<file path="config.mk">
export PLATFORM = sky130hd
export DESIGN_NAME = switch_button_input_flat
export DESIGN_NICKNAME = d
export VERILOG_FILES = /design/src/rtl/switch_button_input_pkg.sv /design/src/rtl/switch_button_input_if.sv /design/src/rtl/switch_button_input_debouncer.sv /design/src/rtl/switch_button_input.sv /design/src/flat_wrapper.sv
export SDC_FILE = /design/constraint.sdc
export NUM_CORES = 1
export LEC_CHECK = 0
export CAP_MARGIN = 20
export CORE_MARGIN = 5
export CORE_UTILIZATION = 35
export CTS_BUF_LIST = sky130_fd_sc_hd__clkbuf_8
export CTS_CLUSTER_DIAMETER = 40
export CTS_CLUSTER_SIZE = 10
export DETAILED_ROUTE_END_ITERATION = 7
export HOLD_SLACK_MARGIN = 0.03
export PLACE_DENSITY = 0.55
export RECOVER_POWER = 50
export SKIP_CTS_REPAIR_TIMING = 1
export SLEW_MARGIN = 20
export SYNTH_ARGS = -nofsm -noshare
export SYNTH_HDL_FRONTEND = slang
export SYNTH_HIERARCHICAL = 1
export SYNTH_SLANG_ARGS = --single-unit
</file>
<file path="constraint.sdc">
create_clock -name clk -period 5.6 [get_ports clk]
set_input_delay 1.12 -clock clk [delete_from_list [all_inputs] [get_ports clk]]
set_output_delay 1.12 -clock clk [all_outputs]
set_load 0.01 [all_outputs]
</file>
<file path="src/rtl/switch_button_input_pkg.sv">
`default_nettype none
// ============================================================================
//  Module      : switch_button_input_pkg
//  Description : Shared definitions for the switch/button input peripheral:
//                bus widths, register word offsets (byte address >> 2),
//                CTRL field positions and the register decode helper.
//  Revision    : 1.0 - initial release
// ============================================================================
package switch_button_input_pkg;

    localparam int BUS_W        = 32;
    localparam int BYTE_EN_W    = 4;
    localparam int WORD_ADDR_W  = 30;

    // Word offsets of the mapped registers (byte addresses 0x7f60..0x7f6c)
    localparam logic [WORD_ADDR_W-1:0] WORD_SW_LO = 30'h0000_1fd8;
    localparam logic [WORD_ADDR_W-1:0] WORD_SW_HI = 30'h0000_1fd9;
    localparam logic [WORD_ADDR_W-1:0] WORD_BTN   = 30'h0000_1fda;
    localparam logic [WORD_ADDR_W-1:0] WORD_CTRL  = 30'h0000_1fdb;

    // CTRL layout: EDGE flags in the low byte, interrupt enables above them
    localparam int CTRL_FIELD_W  = 8;
    localparam int CTRL_EDGE_LSB = 0;
    localparam int CTRL_IE_LSB   = 8;

    typedef enum logic [2:0] {
        REG_NONE  = 3'd0,
        REG_SW_LO = 3'd1,
        REG_SW_HI = 3'd2,
        REG_BTN   = 3'd3,
        REG_CTRL  = 3'd4
    } reg_sel_e;

    function automatic reg_sel_e decode_word(input logic [WORD_ADDR_W-1:0] word);
        reg_sel_e sel;
        case (word)
            WORD_SW_LO: sel = REG_SW_LO;
            WORD_SW_HI: sel = REG_SW_HI;
            WORD_BTN:   sel = REG_BTN;
            WORD_CTRL:  sel = REG_CTRL;
            default:    sel = REG_NONE;
        endcase
        return sel;
    endfunction

endpackage : switch_button_input_pkg
`default_nettype wire

</file>
<file path="src/rtl/switch_button_input_if.sv">
`default_nettype none
// ============================================================================
//  Module      : switch_button_input_if
//  Description : CPU bridge bus as seen by the input peripheral.
//                Addr   - byte address
//                ByteEn - byte write enables, any bit set marks a write
//                Din    - write data
//                Dout   - combinational read data
//                irq    - level interrupt request, active-high
//                master = bridge side, slave = peripheral side.
//  Revision    : 1.0 - initial release
// ============================================================================
interface switch_button_input_if;
    import switch_button_input_pkg::*;

    logic [BUS_W-1:0]     Addr;
    logic [BYTE_EN_W-1:0] ByteEn;
    logic [BUS_W-1:0]     Din;
    logic [BUS_W-1:0]     Dout;
    logic                 irq;

    modport master (
        output Addr,
        output ByteEn,
        output Din,
        input  Dout,
        input  irq
    );

    modport slave (
        input  Addr,
        input  ByteEn,
        input  Din,
        output Dout,
        output irq
    );

endinterface : switch_button_input_if
`default_nettype wire

</file>
<file path="src/rtl/switch_button_input_debouncer.sv">
`default_nettype none
// ============================================================================
//  Module      : switch_button_input_debouncer
//  Description : Input debouncer for a vector of raw asynchronous pins.
//                Two-flop synchroniser, optional inversion, then a per-bit
//                sample window evaluated on each tick. A level only changes
//                when STABLE_SAMPLES consecutive tick samples agree.
//  Ports       : clk, rst   - clock, synchronous active-high reset
//                tick_i     - one-cycle sample strobe
//                raw_i      - raw pins (asynchronous)
//                level_o    - debounced levels, 1 = pressed/on
//  Revision    : 1.0 - initial release
// ============================================================================
module switch_button_input_debouncer #(
    parameter int WIDTH          = 8,
    parameter int STABLE_SAMPLES = 3,
    parameter int ACTIVE_LOW     = 1
) (
    input  wire logic             clk,
    input  wire logic             rst,
    input  wire logic             tick_i,
    input  wire logic [WIDTH-1:0] raw_i,
    output logic      [WIDTH-1:0] level_o
);

    // Older samples kept besides the incoming one; together they form the
    // STABLE_SAMPLES-deep window.
    localparam int HIST_D = STABLE_SAMPLES - 1;

    // Synchroniser flops come out of reset at the idle pin level so that no
    // phantom "pressed" value is seen while they refill.
    localparam logic [WIDTH-1:0] IDLE_RAW = {WIDTH{ACTIVE_LOW != 0}};

    logic [WIDTH-1:0]             sync1_q;
    logic [WIDTH-1:0]             sync2_q;
    logic [WIDTH-1:0]             w_synced;
    logic [HIST_D-1:0][WIDTH-1:0] hist_q;
    logic [HIST_D-1:0][WIDTH-1:0] hist_d;
    logic [WIDTH-1:0]             level_q;
    logic [WIDTH-1:0]             level_d;
    logic [WIDTH-1:0]             w_all_one;
    logic [WIDTH-1:0]             w_all_zero;

    always_ff @(posedge clk) begin
        if (rst) begin
            sync1_q <= IDLE_RAW;
            sync2_q <= IDLE_RAW;
        end else begin
            sync1_q <= raw_i;
            sync2_q <= sync1_q;
        end
    end

    if (ACTIVE_LOW != 0) begin : g_invert
        assign w_synced = ~sync2_q;
    end else begin : g_direct
        assign w_synced = sync2_q;
    end

    always_comb begin
        w_all_one  = w_synced;
        w_all_zero = ~w_synced;
        for (int k = 0; k < HIST_D; k++) begin
            w_all_one  = w_all_one  & hist_q[k];
            w_all_zero = w_all_zero & ~hist_q[k];
        end
    end

    always_comb begin
        hist_d  = hist_q;
        level_d = level_q;
        if (tick_i) begin
            hist_d[0] = w_synced;
            for (int k = 1; k < HIST_D; k++) begin
                hist_d[k] = hist_q[k-1];
            end
            // Unanimous window forces the level; disagreement holds it
            level_d = (level_q & ~w_all_zero) | w_all_one;
        end
    end

    always_ff @(posedge clk) begin
        if (rst) begin
            hist_q  <= '0;
            level_q <= '0;
        end else begin
            hist_q  <= hist_d;
            level_q <= level_d;
        end
    end

    assign level_o = level_q;

endmodule : switch_button_input_debouncer
`default_nettype wire

</file>
<file path="src/rtl/switch_button_input.sv">
`default_nettype none
// ============================================================================
//  Module      : switch_button_input
//  Description : Memory-mapped input peripheral. Debounces 64 DIP switches
//                and 8 push buttons, exposes the levels to the CPU bridge,
//                latches button press edges into W1C flags and raises a
//                maskable level interrupt.
//  Ports       : clk, rst - clock, synchronous active-high reset
//                sw_i     - raw DIP switch pins (asynchronous)
//                btn_i    - raw push-button pins (asynchronous)
//                bus      - CPU bridge bus (slave modport)
//  Registers   : 0x7f60 SW_LO, 0x7f64 SW_HI, 0x7f68 BTN (read-only)
//                0x7f6c CTRL {16'b0, IE[7:0], EDGE[7:0]}
//  Revision    : 1.0 - initial release
// ============================================================================
module switch_button_input
    import switch_button_input_pkg::*;
#(
    parameter int SAMPLE_PERIOD  = 25000,
    parameter int STABLE_SAMPLES = 3,
    parameter int ACTIVE_LOW     = 1
) (
    input  wire logic        clk,
    input  wire logic        rst,
    input  wire logic [63:0] sw_i,
    input  wire logic [7:0]  btn_i,
    switch_button_input_if.slave bus
);

    localparam int                CNT_W    = (SAMPLE_PERIOD > 1) ? $clog2(SAMPLE_PERIOD) : 1;
    localparam logic [CNT_W-1:0]  CNT_LAST = CNT_W'(SAMPLE_PERIOD - 1);

    logic [CNT_W-1:0]        cnt_q;
    logic [CNT_W-1:0]        cnt_d;
    logic                    w_tick;
    logic [63:0]             w_sw_db;
    logic [7:0]              w_btn_db;
    logic [CTRL_FIELD_W-1:0] prev_btn_q;
    logic [CTRL_FIELD_W-1:0] edge_q;
    logic [CTRL_FIELD_W-1:0] edge_d;
    logic [CTRL_FIELD_W-1:0] ie_q;
    logic [CTRL_FIELD_W-1:0] ie_d;
    logic [CTRL_FIELD_W-1:0] w_clr;
    reg_sel_e                w_sel;
    logic                    w_ctrl_wr;
    logic                    w_unused;

    // ------------------------------------------------------------------
    // Shared sample-tick generator
    // ------------------------------------------------------------------
    assign w_tick = (cnt_q == CNT_LAST);
    assign cnt_d  = w_tick ? '0 : cnt_q + CNT_W'(1);

    always_ff @(posedge clk) begin
        if (rst) begin
            cnt_q <= '0;
        end else begin
            cnt_q <= cnt_d;
        end
    end

    // ------------------------------------------------------------------
    // Debouncers
    // ------------------------------------------------------------------
    switch_button_input_debouncer #(
        .WIDTH          (64),
        .STABLE_SAMPLES (STABLE_SAMPLES),
        .ACTIVE_LOW     (ACTIVE_LOW)
    ) u_sw_debounce (
        .clk     (clk),
        .rst     (rst),
        .tick_i  (w_tick),
        .raw_i   (sw_i),
        .level_o (w_sw_db)
    );

    switch_button_input_debouncer #(
        .WIDTH          (8),
        .STABLE_SAMPLES (STABLE_SAMPLES),
        .ACTIVE_LOW     (ACTIVE_LOW)
    ) u_btn_debounce (
        .clk     (clk),
        .rst     (rst),
        .tick_i  (w_tick),
        .raw_i   (btn_i),
        .level_o (w_btn_db)
    );

    // ------------------------------------------------------------------
    // Register decode and CTRL update
    // ------------------------------------------------------------------
    assign w_sel     = decode_word(bus.Addr[BUS_W-1:2]);
    assign w_ctrl_wr = (|bus.ByteEn) && (w_sel == REG_CTRL);
    assign w_clr     = (w_ctrl_wr && bus.ByteEn[0]) ?
                       bus.Din[CTRL_EDGE_LSB +: CTRL_FIELD_W] : '0;

    // Rising-edge set is ORed after the clear so a simultaneous W1C loses
    assign edge_d = (edge_q & ~w_clr) | (w_btn_db & ~prev_btn_q);
    assign ie_d   = (w_ctrl_wr && bus.ByteEn[1]) ?
                    bus.Din[CTRL_IE_LSB +: CTRL_FIELD_W] : ie_q;

    always_ff @(posedge clk) begin
        if (rst) begin
            prev_btn_q <= '0;
            edge_q     <= '0;
            ie_q       <= '0;
        end else begin
            prev_btn_q <= w_btn_db;
            edge_q     <= edge_d;
            ie_q       <= ie_d;
        end
    end

    // ------------------------------------------------------------------
    // Read mux and interrupt (both purely from registers/address)
    // ------------------------------------------------------------------
    always_comb begin
        bus.Dout = '0;
        case (w_sel)
            REG_SW_LO: bus.Dout = w_sw_db[31:0];
            REG_SW_HI: bus.Dout = w_sw_db[63:32];
            REG_BTN:   bus.Dout = {24'b0, w_btn_db};
            REG_CTRL: begin
                bus.Dout[CTRL_EDGE_LSB +: CTRL_FIELD_W] = edge_q;
                bus.Dout[CTRL_IE_LSB   +: CTRL_FIELD_W] = ie_q;
            end
            default: bus.Dout = '0;
        endcase
    end

    assign bus.irq = |(edge_q & ie_q);

    // Byte-offset address bits and upper write-data bits carry no meaning
    assign w_unused = ^{bus.Addr[1:0], bus.Din};

endmodule : switch_button_input
`default_nettype wire

</file>
<file path="src/flat_wrapper.sv">
// flat-port wrapper written by rule: the top's interface ports become plain ports
module switch_button_input_flat import switch_button_input_pkg::*;
#(
    parameter int SAMPLE_PERIOD  = 25000,
    parameter int STABLE_SAMPLES = 3,
    parameter int ACTIVE_LOW     = 1
)
  (clk, rst, sw_i, btn_i, bus_Addr, bus_ByteEn, bus_Din, bus_Dout, bus_irq);
  switch_button_input_if bus_i ();
  input  wire logic clk;
  input  wire logic rst;
  input  wire logic [63:0] sw_i;
  input  wire logic [7:0] btn_i;
  input wire logic [$bits(bus_i.Addr)-1:0] bus_Addr;
  input wire logic [$bits(bus_i.ByteEn)-1:0] bus_ByteEn;
  input wire logic [$bits(bus_i.Din)-1:0] bus_Din;
  output wire logic [$bits(bus_i.Dout)-1:0] bus_Dout;
  output wire logic [$bits(bus_i.irq)-1:0] bus_irq;
  assign bus_i.Addr = bus_Addr;
  assign bus_i.ByteEn = bus_ByteEn;
  assign bus_i.Din = bus_Din;
  assign bus_Dout = bus_i.Dout;
  assign bus_irq = bus_i.irq;
  switch_button_input #(.SAMPLE_PERIOD(SAMPLE_PERIOD), .STABLE_SAMPLES(STABLE_SAMPLES), .ACTIVE_LOW(ACTIVE_LOW)) u_core (.clk(clk), .rst(rst), .sw_i(sw_i), .btn_i(btn_i), .bus(bus_i));
endmodule
</file>
## After elaboration in Yosys (flattened, before gate mapping)

Cells that the tools add are included.

| storage, ports and cells | value |
|---|---|
| register bits after elaboration | 399 |
| input bits | 142 |
| output and inout port bits | 33 |
| word-level logic and storage cells | 62 |

| cells by class | value |
|---|---|
| add/subtract/negate cells | 1 |
| eq/ne operators | 9 |
| muxes and demuxes | 4 |
| bitwise gates (word level) | 28 |
| reduce and logical (&&, ||, !) cells | 6 |

Operators by type and width:

| kind | count |
|---|---|
| bitwise AND 64 bit | 5 |
| inverter 64 bit | 5 |
| equality test 30 x 13 -> 1 bit, second input constant | 4 |
| bitwise AND 8 bit | 8 |
| OR 64 bit | 1 |
| case mux 16 bit (4 select lines) | 1 |
| inverter 8 bit | 7 |
| case mux 16 bit (2 select lines) | 1 |
| OR 8 bit | 2 |
| adder 15 x 1 -> 15 bit, second input constant | 1 |
| equality test 15 bit, second input constant | 1 |
| case mux 3 bit (4 select lines) | 1 |
| two-way mux 8 bit | 1 |
| OR reduction 8 bit | 1 |
| equality test 3 x 2 -> 1 bit, second input constant | 2 |
| OR reduction 4 bit | 1 |
| equality test 3 x 1 -> 1 bit, second input constant | 1 |
| equality test 3 bit, second input constant | 1 |
| logical AND 1 bit | 3 |
| OR reduction 2 bit | 1 |

## Logic depth before layout (Yosys ltp)

Gate-level depths: netlist (run 1).

| depth | value |
|---|---|
| depth in word-level cells | 9 |
| mapped depth | 9 |
| depth with buffers taken out | 5 |

## Cells and area by module

The synthesis (run 1) kept the hierarchy.

By module, submodules not included:

| module | instances | cells an instance | area each (µm²) | sequential area each (µm²) |
|---|---|---|---|---|
| switch_button_input_debouncer (u_core.u_sw_debounce) | 1 | 1094 | 11823.8 | 6406.1 |
| switch_button_input | 1 | 278 | 2394.8 | 780.7 |
| switch_button_input_debouncer (u_core.u_btn_debounce) | 1 | 136 | 1465.2 | 800.8 |

## Worst setup path after synthesis (run 1)

Ideal clock, no wire load.

| timing | value |
|---|---|
| path type | input-to-output |
| from | in bus_Addr[16] |
| to | out bus_Dout[19] |
| arrival | 2.399 ns |
| required time | 4.480 ns |
| slack | 2.081 ns |
| stages on the path | 6 |
| path buffers | 2 |
| cell sequence | nor4_1 > and4_1 > buf_2 > nand2_1 > clkbuf_1 > nor3_1 |

| on the way | value |
|---|---|
| word-level cells in the longest chain between the ends | 4 |
| elaborated cells on any way between the ends | 8 |
| those cells by class | eq/ne: 6; mux: 2 |

RTL lines:

| item | RTL line | text |
|---|---|---|
| start: declaration | flat_wrapper.sv:14 | `input wire logic [$bits(bus_i.Addr)-1:0] bus_Addr;` |
| equality test 30 x 13 -> 1 bit | switch_button_input_pkg.sv:36 | `case (word)` |
| case mux 3 bit (4 select lines) * | switch_button_input_pkg.sv:36 |  |
| equality test 3 x 2 -> 1 bit / equality test 3 x 1 -> 1 bit (equally long branches) | switch_button_input.sv:119 | `case (w_sel)` |
| case mux 16 bit (2 select lines) * | switch_button_input.sv:119 |  |
| end: declaration | flat_wrapper.sv:17 | `output wire logic [$bits(bus_i.Dout)-1:0] bus_Dout;` |

Mark *: on every way between the ends. The rest lies on a longest branch, timed or not.

## Worst setup path after layout (run 1)

| timing | value |
|---|---|
| from | in bus_Addr[16] |
| to | out bus_Dout[28] |

Same word-level chain as after synthesis.

==> results.sh, run 1 <==
export IMPL_status="finished, violations left"
export IMPL_failed_checks="max-capacitance violations, max-slew violations"
export IMPL_maxCapViolations=4
export IMPL_fin_worst_skew_ps=31.7
export IMPL_wl_um=34200
export IMPL_hold_end="u_core/u_sw_debounce/sync2_q[10]$_SDFF_PP1_"
export IMPL_cts_htree_levels=2
export IMPL_totalNegativeSetupSlack_ps=0
export IMPL_peakVddDrop_v=0.000230
export IMPL_synthArstFlopShare=0
export IMPL_critical_path_startpoint="bus_Addr[16]"
export IMPL_pin_count=175
export IMPL_first_global_vias=10772
export IMPL_cts_buffer_depth=3
export IMPL_yosysMostFrequentCell="dfxtp_1"
export IMPL_regArea_mm2=0.00799
export IMPL_antenna_left=0
export IMPL_ys_ff_latch=399
export IMPL_hold_depth=1
export IMPL_fmax_mhz=204
export IMPL_path_clk_slew_ps=70
export IMPL_worst_setup_path_type="input port to output pin"
export IMPL_cts_sinks=399
export IMPL_tightest_slew_ps=2720
export IMPL_min_from="u_core/u_sw_debounce/sync1_q[10]$_SDFF_PP1_"
export IMPL_r2r_start="u_core/cnt_q[9]$_SDFF_PP0_"
export IMPL_synth_area_leaders="dfxtp_1, a2111oi_2, mux2i_1"
export IMPL_dpl_cell_count=2163
export IMPL_synth_ff_type="dfxtp_1"
export IMPL_r2r_end="u_core/u_sw_debounce/level_o[6]$_SDFFE_PP0P_"
export IMPL_wire_per_inst_um=15.1
export IMPL_die_w_um=222
export IMPL_root_buffer="clkbuf_8"
export IMPL_setup_violations=0
export IMPL_numCtsBuffers=59
export IMPL_netlist_area_leader_share=0.509
export IMPL_rows=77
export IMPL_cp_required_ps=4480
export IMPL_slew_limit_headroom=-0.815
export IMPL_syn_area_mm2=0.0157
export IMPL_cp_arrival_ps=3780
export IMPL_final_util=0.424
export IMPL_die_area_mm2=0.0491
export IMPL_synth_edff_count=0
export IMPL_fillers=4325
export IMPL_antenna_found_initial=0
export IMPL_initial_core_util=0.354
export IMPL_drt_pass1_iterations=4
export IMPL_yosys_top_cells_count="dfxtp_1, nor2_1, or2_2"
export IMPL_pwr_density_cell_mw_per_mm2=304
export IMPL_worstSkewPairLatency_ps=640
export IMPL_dp_hpwl_um=22200
export IMPL_cp_max_fo=15
export IMPL_globalplace_congestion=0.785
export IMPL_drive_gt1_frac=0.205
export IMPL_fin_cells=2266
export IMPL_hold_path_class="register to register"
export IMPL_grt_pass1_wl_um=55800
export IMPL_drc_errors=0
export IMPL_overflow=0
export IMPL_synth_warnings=6
export IMPL_numPortBuffers=154
export IMPL_fin_crit_sh=0.875
export IMPL_cts_tree="built"
export IMPL_core_mm2=0.0443
export IMPL_grt_start_max_net_pins=202
export IMPL_yosysUniqueCellTypes=39
export IMPL_startpoint_type="input port"
export IMPL_ff2ff_setup_slack_ps=2770
export IMPL_end_kind="output pin"
export IMPL_synth_top_area_cell="dfxtp_1"
export IMPL_syn2layout_area_growth_pct=19.8
export IMPL_grt_util_all_layers=0.135
export IMPL_multiInputGateArea_mm2=0.00683
export IMPL_num_nets_final=1775
export IMPL_fin_crit_ps=4900
export IMPL_viasPerCell=4.81
export IMPL_synthCells=1508
export IMPL_maxSlewViolCount=332
export IMPL_die_y_um=222
export IMPL_power_leakage_nw=6.11
export IMPL_vias=10905
export IMPL_drt_iter0_drc=473
export IMPL_antennaDiodeCount=0
export IMPL_ys_seq_area_frac=0.509
export IMPL_ff2ff_path_depth=5
export IMPL_hold_viol=0
export IMPL_rsz0062_at_grt="false"
export IMPL_syn_area_per_cell_um2=10.4
export IMPL_synth_nets=1651
==> worst max-delay path by stage <==
stage	to	slack (ps)	depth (start not counted)
3_3_place_gp	bus_Dout[28]	720	7
6_report	bus_Dout[28]	700	7
3_5_place_dp	bus_Dout[28]	670	7
4_1_cts	bus_Dout[28]	660	7
2_1_floorplan	bus_Dout[19]	2080	6
5_1_grt	u_core/u_sw_debounce/hist_q[87]$_SDFFE_PP0P_	460	3
==> where the power goes <==
part           internal, W  leakage, nW  switching, W
clock network      0.00143        0.687       0.00115
logic             0.000126         2.18     0.0000903
registers          0.00289         3.25     0.0000234
total              0.00444         6.11       0.00127
==> registers in the layout (all words and copies together) (netlist names) <==
name	count
u_core/u_btn_debounce/sync1_q	8
u_core/u_sw_debounce/sync2_q	64
u_core/ie_q	8
u_core/u_btn_debounce/level_o	8
u_core/u_sw_debounce/hist_q	128
u_core/u_sw_debounce/level_o	64
u_core/u_btn_debounce/hist_q	16
u_core/cnt_q	15
u_core/u_btn_debounce/sync2_q	8
u_core/edge_q	8
u_core/u_sw_debounce/sync1_q	64
u_core/prev_btn_q	8
==> routing by layer <==
metal | track usage | up-vias | part of all wire
li1 | - | 5547 | -
met1 | 0.183 | 5148 | 0.48
met2 | 0.217 | 159 | 0.47
met3 | 0.0320 | 51 | 0.039
met4 | 0.0348 | 0 | 0.018
met5 | 0 | - | 0
==> placed cells by master, fill, tap and decap left out, types with 2 or more instances in the layout <==
cell	netlist	layout
bufinv_16	0	7
clkinv_2	0	8
and3_1	11	11
mux2i_1	96	96
a22oi_1	4	4
inv_1	84	92
xor2_1	2	2
nor3_1	19	19
nand4_1	23	23
nor4bb_1	73	73
a211oi_2	20	11
clkbuf_2	1	3
clkinv_4	0	4
clkbuf_8	0	66
a2111oi_2	72	72
inv_6	0	2
nor2b_1	8	8
mux4_2	8	8
clkbuf_1	44	2
and4_1	2	2
nor4_1	7	7
nor2_1	251	251
nand3_1	5	5
xnor2_1	11	11
a32o_1	8	8
buf_2	23	2
nand2_1	4	4
a21oi_1	16	16
buf_12	0	2
dfxtp_1	399	399
a211oi_1	52	61
clkdlybuf4s50_1	0	151
o21ai_0	8	8
nand3b_1	72	72
or2_2	144	144
clkinvlp_4	0	6
buf_4	21	4
==> kinds of logic (layout without fill, tap and decap cells) <==
family / count (synthesis) / count (layout) / share of synthesized area
multiplexers: 104 / 104 / 0.0728
adder cells (fa/ha/maj): 1 / 1 / 0.000798
XOR/XNOR: 13 / 13 / 0.00726
AND/OR/NAND/NOR: 626 / 626 / 0.233
buffers and inverters: 185 / 351 / 0.0527
AO/OA/AOI/OAI: 180 / 180 / 0.124
flip-flops: 399 / 399 / 0.509
==> critical path, stage by stage <==
cell and delay (ps):
clkdlybuf4s50_1 440, nor4_1 430, and4_1 280, nand2_1 320, buf_4 350, nor3_1 240
clkdlybuf4s50_1 580
==> final cells by class <==
cell class / instances / share of cell area
well taps: 592 / 0.0394
inverters: 84 / 0.0168
repair buffers: 164 / 0.0859
flip-flops and latches: 399 / 0.425
clock buffers: 66 / 0.0483
multi-input cells: 924 / 0.363
clock inverters: 37 / 0.0216
==> through the flow <==
| step | instance area, µm² | worst slack [ps] | hold slack [ps] | power, W |
|---|---|---|---|---|
| after CTS | 18900 | 661 | 405 | 0.00582 |
| after detailed placement | 17600 | 667 | 392 | 0.00320 |
| after global placement | 17600 | 719 | 391 | 0.00320 |
| after floorplan | 15700 | 2080 | 389 | 0.00308 |
| final | 18800 | 702 | 396 | 0.00571 |
| after global routing | 18800 | 463 | 419 | 0.00596 |
No activity file was read; power rests on OpenSTA's default activity.
==> run 2: changes to the inputs <==
--- a/config.mk
+++ b/config.mk
@@ -12,11 +12,11 @@
 export CTS_CLUSTER_DIAMETER = 40
 export CTS_CLUSTER_SIZE = 10
 export DETAILED_ROUTE_END_ITERATION = 7
+export GPL_TIMING_DRIVEN = 0
 export HOLD_SLACK_MARGIN = 0.03
 export PLACE_DENSITY = 0.55
 export RECOVER_POWER = 50
 export SKIP_CTS_REPAIR_TIMING = 1
-export SLEW_MARGIN = 20
 export SYNTH_ARGS = -nofsm -noshare
 export SYNTH_HDL_FRONTEND = slang
 export SYNTH_HIERARCHICAL = 1
==> run 2 against run 1 <==
The flow still finishes with violations (max-capacitance violations, max-slew violations). Clock-buffer cell count grew 1. Utilization grew 0.79 points. Hold slack gained 5.8 ps. Largest cell class unchanged.
==> results.sh, run 2 (synthesis results as in run 1) <==
export IMPL_status="finished, violations left"
export IMPL_failed_checks="max-capacitance violations, max-slew violations"
export IMPL_worstSkewPairLatency_ps=660
export IMPL_root_buffer="clkbuf_8"
export IMPL_power_w=0.00584
export IMPL_maxSlewViolCount=11
export IMPL_cp_max_fo=10
export IMPL_cts_buffer_depth=3
export IMPL_cp_arrival_ps=4170
export IMPL_fmax_mhz=189
export IMPL_rows=77
export IMPL_fin_worst_skew_ps=37.0
export IMPL_max_flop_register="u_core/u_sw_debounce/hist_q"
export IMPL_drive_gt1_frac=0.206
export IMPL_pin_count=175
export IMPL_rsz0062_at_grt="false"
export IMPL_dpl_cell_area_mm2=0.0179
export IMPL_cts_htree_levels=2
export IMPL_viasPerCell=4.91
export IMPL_antennaDiodeCount=0
export IMPL_cts_sinks=399
export IMPL_dp_hpwl_um=30600
export IMPL_grt_start_max_net_pins=15
export IMPL_largest_register_ffs=128
export IMPL_drc_errors=0
export IMPL_worst_setup_path_type="input port to output pin"
export IMPL_maxCapViolations=1
export IMPL_numPortBuffers=151
export IMPL_setup_violations=0
export IMPL_globalplace_congestion=0.801
export IMPL_layout_setup_ws_ps=310
export IMPL_initial_core_util=0.354
export IMPL_drt_iter0_drc=513
export IMPL_tightest_slew_ps=2420
export IMPL_path_clk_slew_ps=60
export IMPL_core_mm2=0.0443
export IMPL_power_leakage_nw=6.32
export IMPL_final_common_cell="dfxtp_1"
export IMPL_die_area_mm2=0.0491
export IMPL_slew_limit_headroom=-0.631
export IMPL_syn2layout_area_growth_pct=22.1
export IMPL_drt_pass1_iterations=5
export IMPL_peakVddDrop_v=0.000173
export IMPL_die_y_um=222
export IMPL_cp_required_ps=4480
export IMPL_wire_per_inst_um=18.2
export IMPL_overflow=0
export IMPL_wl_um=42900
export IMPL_startpoint_type="input port"
export IMPL_final_cell_mix="dfxtp_1, nor2_1, clkdlybuf4s50_1, or2_2, mux2i_1"
export IMPL_num_nets_final=1866
export IMPL_numCtsBuffers=61
export IMPL_hold_path_class="register to register"
export IMPL_antenna_found_initial=0
export IMPL_design_area_mm2=0.0191
export IMPL_grt_pass1_wl_um=67600
export IMPL_final_util=0.432
export IMPL_cts_tree="built"
export IMPL_dp_slack_ps=386
export IMPL_totalNegativeSetupSlack_ps=0
export IMPL_grt_util_all_layers=0.171
export IMPL_pwr_density_cell_mw_per_mm2=305
export IMPL_end_kind="output pin"
export IMPL_vias=11578
export IMPL_die_w_um=222
export IMPL_fin_crit_sh=0.945
export IMPL_fin_crit_ps=5290
export IMPL_antenna_left=0
export IMPL_hold_viol=0
export IMPL_first_global_vias=11857
## run 2: through the flow
step | std cells | hold WS (ps)
after floorplan | 1508 | 389
after global placement | 2251 | 390
after detailed placement | 2251 | 392
after CTS | 2356 | 403
after global routing | 2357 | 413
final | 2357 | 402
## run 2: path summary, 6_finish.rpt
check / end / cells past startpoint / from / slack (ps)
worst max-delay path: bus_Dout[29] / 8 / bus_Addr[16] / 310
worst min-delay path: u_core/u_btn_debounce/sync2_q[7]$_SDFF_PP1_ / 1 / u_core/u_btn_debounce/sync1_q[7]$_SDFF_PP1_ / 400
worst max register to register: u_core/u_sw_debounce/hist_q[45]$_SDFFE_PP0P_ / 7 / u_core/cnt_q[9]$_SDFF_PP0_ / 840
worst min register to register: u_core/u_btn_debounce/sync2_q[7]$_SDFF_PP1_ / 1 / u_core/u_btn_debounce/sync1_q[7]$_SDFF_PP1_ / 400
## run 2: final cells by class
| cell class | instances | area (µm²) |
|---|---|---|
| fill | 4351 | 25200 |
| sequential | 399 | 7990 |
| multi-input combinational | 924 | 6780 |
| timing repair buffer | 152 | 1520 |
| clock buffer | 67 | 922 |
| tap | 592 | 741 |
| buffer | 101 | 459 |
| clock inverter | 38 | 423 |
| inverter | 84 | 315 |
## run 2: layer usage
metal | global-route usage | vias to the layer above | wire length, µm
met5 | 0 | - | 0
met4 | 0.0652 | 0 | 1430
met3 | 0.0308 | 81 | 1800
met2 | 0.271 | 231 | 19200
met1 | 0.234 | 5531 | 20400
li1 | - | 5735 | -
## run 2: critical path: stages
cell	delay, ps
clkdlybuf4s50_1	430
nor4_1	450
and4_1	260
buf_2	190
nand2_1	270
buf_2	310
nor3_1	480
clkdlybuf4s50_1	650
## run 2: report_power, final
group	total (W)	internal, W	switching (W)
logic	0.000235	0.000129	0.000106
registers	0.00291	0.00289	0.0000236
clock network	0.00269	0.00149	0.00120
==> run 3: changes to the inputs <==
--- a/config.mk
+++ b/config.mk
@@ -14,7 +14,6 @@
 export DETAILED_ROUTE_END_ITERATION = 7
 export GPL_TIMING_DRIVEN = 0
 export HOLD_SLACK_MARGIN = 0.03
-export PLACE_DENSITY = 0.55
 export RECOVER_POWER = 50
 export SKIP_CTS_REPAIR_TIMING = 1
 export SYNTH_ARGS = -nofsm -noshare
==> run 3 against run 2 <==
The flow still finishes with violations (max-capacitance violations, max-slew violations). Cell count decreased by 0.21%. Clock skew fell by 7.7 ps. Combinational power about the same. Power fell by 1.3%. Critical path depth did not move. Critical path type unchanged. Critical endpoint is now bus_Dout[30]. Largest cell class unchanged.
==> results.sh, run 3 (synthesis results as in run 1) <==
export IMPL_dp_hpwl_um=30700
export IMPL_hold_viol=0
export IMPL_cp_max_fo=10
export IMPL_pin_count=175
export IMPL_p_comb_frac=0.041
export IMPL_rows=77
export IMPL_switching_share=0.224
export IMPL_root_buffer="clkbuf_8"
export IMPL_r2r_start="u_core/cnt_q[9]$_SDFF_PP0_"
export IMPL_setup_violations=0
export IMPL_power_leakage_nw=6.28
export IMPL_wire_per_inst_um=18.0
export IMPL_globalplace_congestion=0.817
export IMPL_vias=11714
export IMPL_min_from="u_core/u_sw_debounce/sync1_q[51]$_SDFF_PP1_"
export IMPL_antennaDiodeCount=0
export IMPL_pwr_density_cell_mw_per_mm2=302
export IMPL_drt_iter0_drc=456
export IMPL_maxSlewViolCount=11
export IMPL_cts_buffer_depth=3
export IMPL_failed_checks="max-capacitance violations, max-slew violations"
export IMPL_path_clk_slew_ps=70
export IMPL_first_global_vias=12036
export IMPL_drive_gt1_frac=0.204
export IMPL_cpLargestDelayFamily="buffers and inverters"
export IMPL_worstSkewPairLatency_ps=630
export IMPL_fmax_mhz=190
export IMPL_cp_slowest_cell="clkdlybuf4s50_1"
export IMPL_num_nets_final=1863
export IMPL_final_cell_mix="dfxtp_1, nor2_1, or2_2"
export IMPL_grt_util_all_layers=0.169
export IMPL_die_y_um=222
export IMPL_cts_tree="built"
export IMPL_largest_register_ffs=128
export IMPL_r2r_end="u_core/u_sw_debounce/hist_q[51]$_SDFFE_PP0P_"
export IMPL_ff2ff_setup_slack_ps=840
export IMPL_grt_pass1_wl_um=67400
export IMPL_slew_limit_headroom=-0.692
export IMPL_die_w_um=222
export IMPL_startpoint_type="input port"
export IMPL_dpl_cell_count=2251
export IMPL_cts_sinks=399
export IMPL_cts_htree_levels=2
export IMPL_max_flop_register="u_core/u_sw_debounce/hist_q"
export IMPL_worstPathCellList="dlygate4sd3_1, nor4_1, and4_1, buf_2, nand2_1, buf_2, nor3_1, clkdlybuf4s50_1"
export IMPL_peakVddDrop_v=0.000131
export IMPL_wl_um=42400
export IMPL_seqPwrFrac=0.506
export IMPL_maxCapViolations=1
export IMPL_end_kind="output pin"
export IMPL_p_switching_w=0.00129
export IMPL_hold_depth=1
export IMPL_overflow=0
export IMPL_grt_start_max_net_pins=15
export IMPL_worst_path_buf_inv=4
export IMPL_core_mm2=0.0443
export IMPL_cpMostUsedCell="buf_2"
export IMPL_final_util=0.431
export IMPL_totalNegativeSetupSlack_ps=0
export IMPL_drt_pass1_iterations=5
export IMPL_die_area_mm2=0.0491
export IMPL_cp_required_ps=4480
export IMPL_worst_setup_path_type="input port to output pin"
export IMPL_initial_core_util=0.354
export IMPL_antenna_left=0
export IMPL_hold_path_class="register to register"
export IMPL_numPortBuffers=151
export IMPL_cp_arrival_ps=4150
export IMPL_power_internal_w=0.00447
export IMPL_viasPerCell=4.98
export IMPL_cpPeakStageDelay_ps=640
export IMPL_fin_cells=2352
export IMPL_ff2ff_path_depth=7
export IMPL_fin_crit_sh=0.941
export IMPL_whs_ps=393
export IMPL_numCtsBuffers=59
export IMPL_antenna_found_initial=2
export IMPL_fin_crit_ps=5270
export IMPL_status="finished, violations left"
export IMPL_rsz0062_at_grt="false"
export IMPL_final_common_cell="dfxtp_1"
export IMPL_syn2layout_area_growth_pct=21.8
export IMPL_drc_errors=0
export IMPL_fin_worst_skew_ps=29.3
export IMPL_hold_end="u_core/u_sw_debounce/sync2_q[51]$_SDFF_PP1_"
export IMPL_tightest_slew_ps=2520
export IMPL_p_clk_frac=0.454
run 3: worst register-to-register path, delay by kind of cell, from the launching register on:
kind	cells	cell delay [ps]
flops	1	360
compound gates	1	110
simple gates	2	2640
buf+inv	4	1520
run 3: metal layers:
layer / vias up / track usage / wire [µm]
li1: 5716 / - / -
met1: 5646 / 0.231 / 20000
met2: 258 / 0.267 / 19100
met3: 92 / 0.0335 / 1960
met4: 2 / 0.0626 / 1420
met5: - / 0 / 13
run 3: metrics by stage:
step | setup slack (ps) | power, W | cell area [µm²]
floorplan | 2080 | 0.00308 | 15700
global placement | 455 | 0.00321 | 17900
detailed placement | 471 | 0.00322 | 17900
CTS | 462 | 0.00586 | 19200
global route | 206 | 0.00600 | 19100
finish | 328 | 0.00576 | 19100
run 3: power groups by stage:
stage	Combinational [W]	Sequential [W]	Clock [W]
after global routing	0.000253	0.00292	0.00283
after global placement	0.000239	0.00298	0
after floorplan	0.000111	0.00297	0
final	0.000234	0.00291	0.00261
after detailed placement	0.000240	0.00298	0
after CTS	0.000241	0.00291	0.00270
run 3: worst max path at each step:
stage / startpoint / slack [ps] / endpoint / cells past startpoint
floorplan: bus_Addr[16] / 2080 / bus_Dout[19] / 6
global placement: bus_Addr[29] / 450 / bus_Dout[29] / 8
detailed placement: bus_Addr[29] / 470 / bus_Dout[30] / 8
CTS: bus_Addr[29] / 460 / bus_Dout[30] / 8
global route: bus_Addr[16] / 210 / bus_Dout[30] / 8
finish: bus_Addr[16] / 330 / bus_Dout[30] / 8
run 3: cell type report:
class / count / area, µm²
Inverter: 84 / 315
Sequential cell: 399 / 7990
Clock buffer: 62 / 853
Multi-Input combinational cell: 924 / 6780
Tap cell: 592 / 741
Clock inverter: 39 / 448
Buffer: 101 / 459
Fill cell: 4325 / 25200
Timing Repair Buffer: 151 / 1510
